## src/rtl/nic_rr_arbiter.sv

```systemverilog
// Round-robin arbiter: four NIC senders share one registered output channel, 1-cycle latency.
// Drain and refill can share a cycle, so out_ri held high gives one packet per cycle; stalls hold everything.
module nic_rr_arbiter #(
  parameter int DATA_WIDTH = 64
) (
  input  logic                  CLK,
  input  logic                  RESET,
  input  logic [0:3]            req_si,
  input  logic [0:DATA_WIDTH-1] req_di0,
  input  logic [0:DATA_WIDTH-1] req_di1,
  input  logic [0:DATA_WIDTH-1] req_di2,
  input  logic [0:DATA_WIDTH-1] req_di3,
  output logic [0:3]            req_ro,
  output logic                  out_so,
  output logic [0:DATA_WIDTH-1] out_do,
  input  logic                  out_ri,
  output logic [1:0]            grant_id,
  output logic [15:0]           pkt_cnt
);

  logic                  out_so_q, out_so_d;
  logic [0:DATA_WIDTH-1] out_do_q, out_do_d;
  logic [1:0]            grant_q, grant_d;
  logic [1:0]            ptr_q, ptr_d;
  logic [15:0]           cnt_q, cnt_d;

  logic [1:0]            win;
  logic                  win_vld;
  logic                  can_accept;
  logic                  xfer;
  logic [0:DATA_WIDTH-1] win_dat;

  // Scan from lowest to highest priority so the nearest requester to ptr wins.
  always_comb begin
    win     = ptr_q;
    win_vld = 1'b0;
    for (int k = 3; k >= 0; k--) begin
      if (req_si[ptr_q + 2'(k)]) begin
        win     = ptr_q + 2'(k);
        win_vld = 1'b1;
      end
    end
  end

  assign can_accept = !out_so_q || out_ri;
  assign xfer       = win_vld && can_accept && RESET;

  always_comb begin
    req_ro = '0;
    if (xfer) req_ro[win] = 1'b1;
  end

  always_comb begin
    win_dat = req_di0;
    case (win)
      2'd1:    win_dat = req_di1;
      2'd2:    win_dat = req_di2;
      2'd3:    win_dat = req_di3;
      default: win_dat = req_di0;
    endcase
  end

  always_comb begin
    out_so_d = out_so_q;
    out_do_d = out_do_q;
    grant_d  = grant_q;
    ptr_d    = ptr_q;
    cnt_d    = cnt_q;
    if (xfer) begin
      out_so_d = 1'b1;
      out_do_d = win_dat;
      grant_d  = win;
      ptr_d    = win + 2'd1;
      cnt_d    = (cnt_q == 16'hFFFF) ? cnt_q : cnt_q + 16'd1;
    end else if (out_so_q && out_ri) begin
      out_so_d = 1'b0;
    end
  end

  always_ff @(posedge CLK) begin
    if (!RESET) begin
      out_so_q <= 1'b0;
      out_do_q <= '0;
      grant_q  <= 2'd0;
      ptr_q    <= 2'd0;
      cnt_q    <= 16'd0;
    end else begin
      out_so_q <= out_so_d;
      out_do_q <= out_do_d;
      grant_q  <= grant_d;
      ptr_q    <= ptr_d;
      cnt_q    <= cnt_d;
    end
  end

  assign out_so   = out_so_q;
  assign out_do   = out_do_q;
  assign grant_id = grant_q;
  assign pkt_cnt  = cnt_q;

endmodule

```

## config.mk

```make
export PLATFORM = sky130hd
export DESIGN_NAME = nic_rr_arbiter
export DESIGN_NICKNAME = d
export VERILOG_FILES = /design/src/rtl/nic_rr_arbiter.sv
export SDC_FILE = /design/constraint.sdc
export NUM_CORES = 1
export LEC_CHECK = 0
export ABC_AREA = 1
export CAP_MARGIN = 30
export CORE_AREA = 2 2 135 137
export CTS_BUF_LIST = sky130_fd_sc_hd__clkbuf_4
export DETAILED_ROUTE_END_ITERATION = 12
export DIE_AREA = 0 0 137 139
export PLACE_DENSITY = 0.76
export SLEW_MARGIN = 20
export SYNTH_ARGS = -nofsm -noshare
export SYNTH_HDL_FRONTEND = slang
export SYNTH_SLANG_ARGS = --single-unit
```

## constraint.sdc

```tcl
create_clock -name CLK -period 8.5 [get_ports CLK]
set_clock_uncertainty 0.15 [all_clocks]
set_input_delay 2.55 -clock CLK [delete_from_list [all_inputs] [get_ports CLK]]
set_output_delay 2.55 -clock CLK [all_outputs]
set_load 0.05 [all_outputs]
```

Word level (Yosys, flattened, before mapping)
Index checks and enable logic that the tools add are counted.
- flip-flop bits (word level): 85
- logic and storage cells: 60
- output and inout bits: 87
- reductions and logical operators: 8
- bitwise operators: 6
- muxes and demuxes: 26
- $add $sub $neg: 5
- equal/unequal tests: 4
- $lt $le $gt $ge: 6
- operators with widths (kind ; number):
    $pmux W64 S3 ; 1
    $add A16 B1 Y16 const B ; 1
    $eq A16 B16 Y1 const B ; 1
    $ge A3 B3 Y1 const B ; 5
    $mux W1 ; 15
    $not A2 Y3 ; 5
    $bmux W1 S2 ; 4
    $mux W2 ; 4
    $add A2 B1 Y2 const B ; 2
    $add A2 B2 Y2 const B ; 2
    $eq A2 B2 Y1 const B ; 2
    $logic_and A1 B1 Y1 ; 4
    $mux W4 ; 1
    $lt A3 B1 Y1 const B ; 1
    $demux W1 S2 ; 1
    $eq A2 B1 Y1 const B ; 1
    $reduce_and A2 Y1 ; 1
    $reduce_bool A2 Y1 ; 1
    $logic_not A1 Y1 ; 1
    $logic_or A1 B1 Y1 ; 1
    $not A1 Y1 ; 1

Logic depth before layout (Yosys ltp)
- depth in word-level cells: 15
- gate-level depth with buffers: 19

Least setup slack after synthesis
Ideal clock, no wire load.
- kind: in2out
- start point: input port req_si[3] in the netlist's numbering
- end point: output port req_ro[2] in the netlist's numbering
- stages on the path: 16
- buffers on the path: 3
- arrival: 4813 ps
- path slack: 987 ps
- data required time: 5800 ps
- path through: inv_1 -> o21ai_1 -> nand2_1 -> nand2_2 -> nand2_1 -> nand2_1 -> nand2_1 -> nand2_1 -> nand2_2 -> buf_8 -> inv_1 -> ha_1 -> clkbuf_1 -> clkbuf_1 -> inv_1 -> nor2_1
- cells in the longest elaborated chain, start to end: 13
- elaborated cells on any way between the ends: 29
- RTL lines (what ; RTL line ; source):
    from (decl) ; 8 ; input logic [0:3] req_si,
    $bmux W1 S2 ; 38 ; if (req_si[ptr_q + 2'(k)]) begin
    $mux W1 (implied by the code) (2 in a row) ; 38 ;
    $mux W2 (4 in a row) ; 38 ;
    $not A2 Y3 (implied by the code) ; 50 ; if (xfer) req_ro[win] = 1'b1;
    $ge A3 B3 Y1 (implied by the code) / $lt A3 B1 Y1 (equally long branches) ; 50 ;
    $logic_and A1 B1 Y1 (implied by the code) ; 50 ;
    $mux W1 (implied by the code) ; 50 ;
    $demux W1 S2 ; 50 ;
    $mux W4 * ; 50 ;
    to (decl) ; 13 ; output logic [0:3] req_ro,
Mark *: on every way between the ends. The rest lies on a longest branch, timed or not. The select of a mux whose other input is x is not followed.

Worst setup path in the final report
- start point: input port req_si[3] in the netlist's numbering
- end point: output port req_ro[0] in the netlist's numbering
The elaborated chain is that of the path after synthesis.

==> run_results.csv <==
group,metric,value,unit
floorplanning,die_h,139,µm
floorplanning,initial_core_util,32.4,%
power,swShare,55.0,%
placement,place_congestion,0.865,
final_layout,mostFrequentLayoutCells,"clkdlybuf4s50_1, nand2_1, nand3_1, inv_1, dfxtp_1",
placement,portBuffers,349,
final_layout,fin_nets,1429,
placement,dp_hpwl,16500,µm
clock_tree,tritoncts,"done",
grt,grt_overflow_total,0,
final_layout,syn_to_final_growth,63.3,%
power,vdd_drop_max,178,µV
route,route.detailed.drc,0,
placement,dpl_cell_area,9220,µm²
grt,grt_use_total,23.0,%
floorplanning,die_w,137,µm
min_path,worstHoldPathType,"reg -> reg",
route,drtIter0Drc,301,
route,wl,22700,µm
yosys,ys_ff_latch,85,
critical_path,cp.required,5800,ps
sta,min_period,7360,ps
clock_tree,clkTransAtPathRegs,130,ps
power,finalPower,3.13,mW
floorplanning,die_area,19000,µm²
clock_tree,cts_resized,0,
critical_path,reg2reg_from,"ptr_q[0]",
clock_tree,cts_hold_buffers,0,
yosys,synth.distinct_cells,27,
clock_tree,postCtsSetupRepairBufs,0,
power,power_density,335,nW/µm²
yosys,ys_warn_count,0,
route,via_count,6976,
sta,rsz0062_at_grt,"false",
critical_path,rrSetupSlack,4810,ps
power,intPower,1.41,mW
clock_tree,clkLatencyLatePin,420,ps
critical_path,cp.arrival,4660,ps
clock_tree,clock-sinks,85,
floorplanning,boundaryPins,350,
critical_path,crit_type,"in -> out",
clock_tree,numCtsBuffers,9,
sta,tns,0,ps
power,p_leak,3.99,nW
yosys,syn_area_per_cell,6.66,µm²
sta,drv_slew,0,
yosys,seq_area_frac_synth,29.7,%
sta,hold_viol,0,
yosys,netlist_instances,860,
route,postRouteAntennaNets,0,
flow_run,cap_violations,0,
grt,grt_pass1_wl,34500,µm
final_layout,final_common_cell,"clkdlybuf4s50_1",
critical_path,critPathMaxFanout,28,
floorplanning,core-area,17700,µm²
yosys,syn_nets,1127,
power,p_switching,1.72,mW
clock_tree,htreeDepth,3,
critical_path,reg2reg_to,"out_do[58]",
grt,grt_max_degree,86,
sta,setup_viol,0,
sta,tightest_slew,935,ps
min_path,holdPathStages,2,
sta,clock.fmax,136,MHz
critical_path,r2r_cells,16,
outcome,status,"completed",
yosys,syn_area,5730,µm²
final_layout,antenna_cells,0,
min_path,hold_end,"out_do[51]",
critical_path,critPathLaunchType,"input port",
power,p_comb_share,73.4,%
clock_tree,cts_max_path_buffers,2,
clock_tree,cts_root_buf,"clkbuf_4",
final_layout,fin_area,9350,µm²
route,wl_per_cell,16.3,µm
route,dr.pass1.iters,4,
power,clkPwrFrac,7.6,%
floorplanning,rows,49,
sta,post-route-period-util,86.6,%
grt,antenna_found_initial,0,
final_layout,drive_gt1_share,7.38,%
power,p_seq_share,19.0,%
grt,first_global_vias,6575,
min_path,timing.hold.worst.start,"out_do[51]",
route,vias_per_cell,5.00,
sta,max_slew_margin,37.7,%
critical_path,end_kind,"output pin",
==> flip-flops by register name, summed over array words and instances (netlist names) <==
name and cells:
grant_id 2, pkt_cnt 16, ptr_q 2, out_do 64
out_so 1
==> Yosys cell counts <==
| library cell | number | area (µm²) |
|---|---|---|
| ha_1 | 4 | 50.1 |
| nand2_1 | 258 | 968 |
| nand3_2 | 41 | 410 |
| dfxtp_1 | 85 | 1700 |
| buf_6 | 7 | 78.8 |
| o21ai_1 | 2 | 10.0 |
| xnor2_1 | 3 | 26.3 |
| xor2_1 | 9 | 78.8 |
| nand4_1 | 4 | 25.0 |
| nor2_1 | 20 | 75.1 |
| nor2_2 | 2 | 12.5 |
| nand3_1 | 164 | 821 |
| nand2_4 | 2 | 22.5 |
| nor4_1 | 1 | 6.26 |
| a221oi_1 | 64 | 561 |
| clkbuf_1 | 43 | 161 |
| buf_4 | 1 | 7.51 |
| buf_8 | 1 | 15.0 |
| inv_1 | 94 | 353 |
| nand2_2 | 5 | 31.3 |
| nor2_4 | 1 | 11.3 |
| nor3_1 | 5 | 25.0 |
| buf_2 | 12 | 60.1 |
| buf_12 | 4 | 80.1 |
| inv_2 | 4 | 15.0 |
| o21ai_0 | 7 | 35.0 |
| a21oi_1 | 17 | 85.1 |
==> power by group through the flow <==
stage	registers (mW)	logic, mW	clock network, mW
after global placement	0.600	2.30	0
after CTS	0.596	2.32	0.245
after floorplan	1.01	1.27	0
after detailed placement	0.605	2.31	0
final	0.596	2.30	0.237
after global routing	0.608	2.50	0.265
==> critical path, stage by stage <==
cell and delay (ps):
clkdlybuf4s50_1 460, inv_1 60, o21ai_1 160, nand2_1 70, nand2_1 70, inv_2 50
nand2_1 60, nor2_2 50, nor2_4 340, buf_4 470, nor2_1 150, buf_12 180
==> routing by layer <==
| metal | global-route usage (%) | up-vias | routed length (µm) | share of wire (%) |
|---|---|---|---|---|
| li1 | - | 3470 | - | - |
| met1 | 26.6 | 3188 | 8920 | 39 |
| met2 | 40.9 | 280 | 11400 | 50 |
| met3 | 6.10 | 38 | 1810 | 8.0 |
| met4 | 7.33 | 0 | 594 | 2.6 |
| met5 | 0 | - | 0 | 0 |
==> through the flow <==
step | hold slack [ps] | utilization [%] | setup slack [ps] | std cells
final | 327 | 53.0 | 1140 | 1395
after global routing | 342 | 53.0 | 953 | 1395
after CTS | 330 | 53.0 | 1130 | 1395
after detailed placement | 311 | 52.2 | 1130 | 1380
after global placement | 308 | 52.2 | 1150 | 1380
after floorplan | 413 | - | 987 | 860
==> worst max-delay path by stage <==
stage                      to  cells past startpoint  startpoint
detailed placement  req_ro[0]                     12   req_si[3]
global placement    req_ro[0]                     12   req_si[3]
finish              req_ro[0]                     12   req_si[3]
CTS                 req_ro[0]                     12   req_si[3]
global route        req_ro[0]                     12   req_si[3]
floorplan           req_ro[2]                     16   req_si[3]
==> final cells by class <==
cell class,instances,area (µm²)
fill,1791,8310
timing repair buffer,359,3590
multi-input combinational,609,3280
sequential,85,1700
inverter,98,368
tap,229,287
clock buffer,12,90.1
clock inverter,3,37.5
==> logic make-up after synthesis <==
logic type	Yosys count	synth area share, %
AOI/OAI and AO/OA	90	12.1
and+or+nand+nor	503	42.1
buffers and inverters	166	13.5
DFF	85	29.7
xor gates and xnor gates	12	1.84
adders and majority gates	4	0.874
Note: power is estimated with default switching activity, not from simulation.
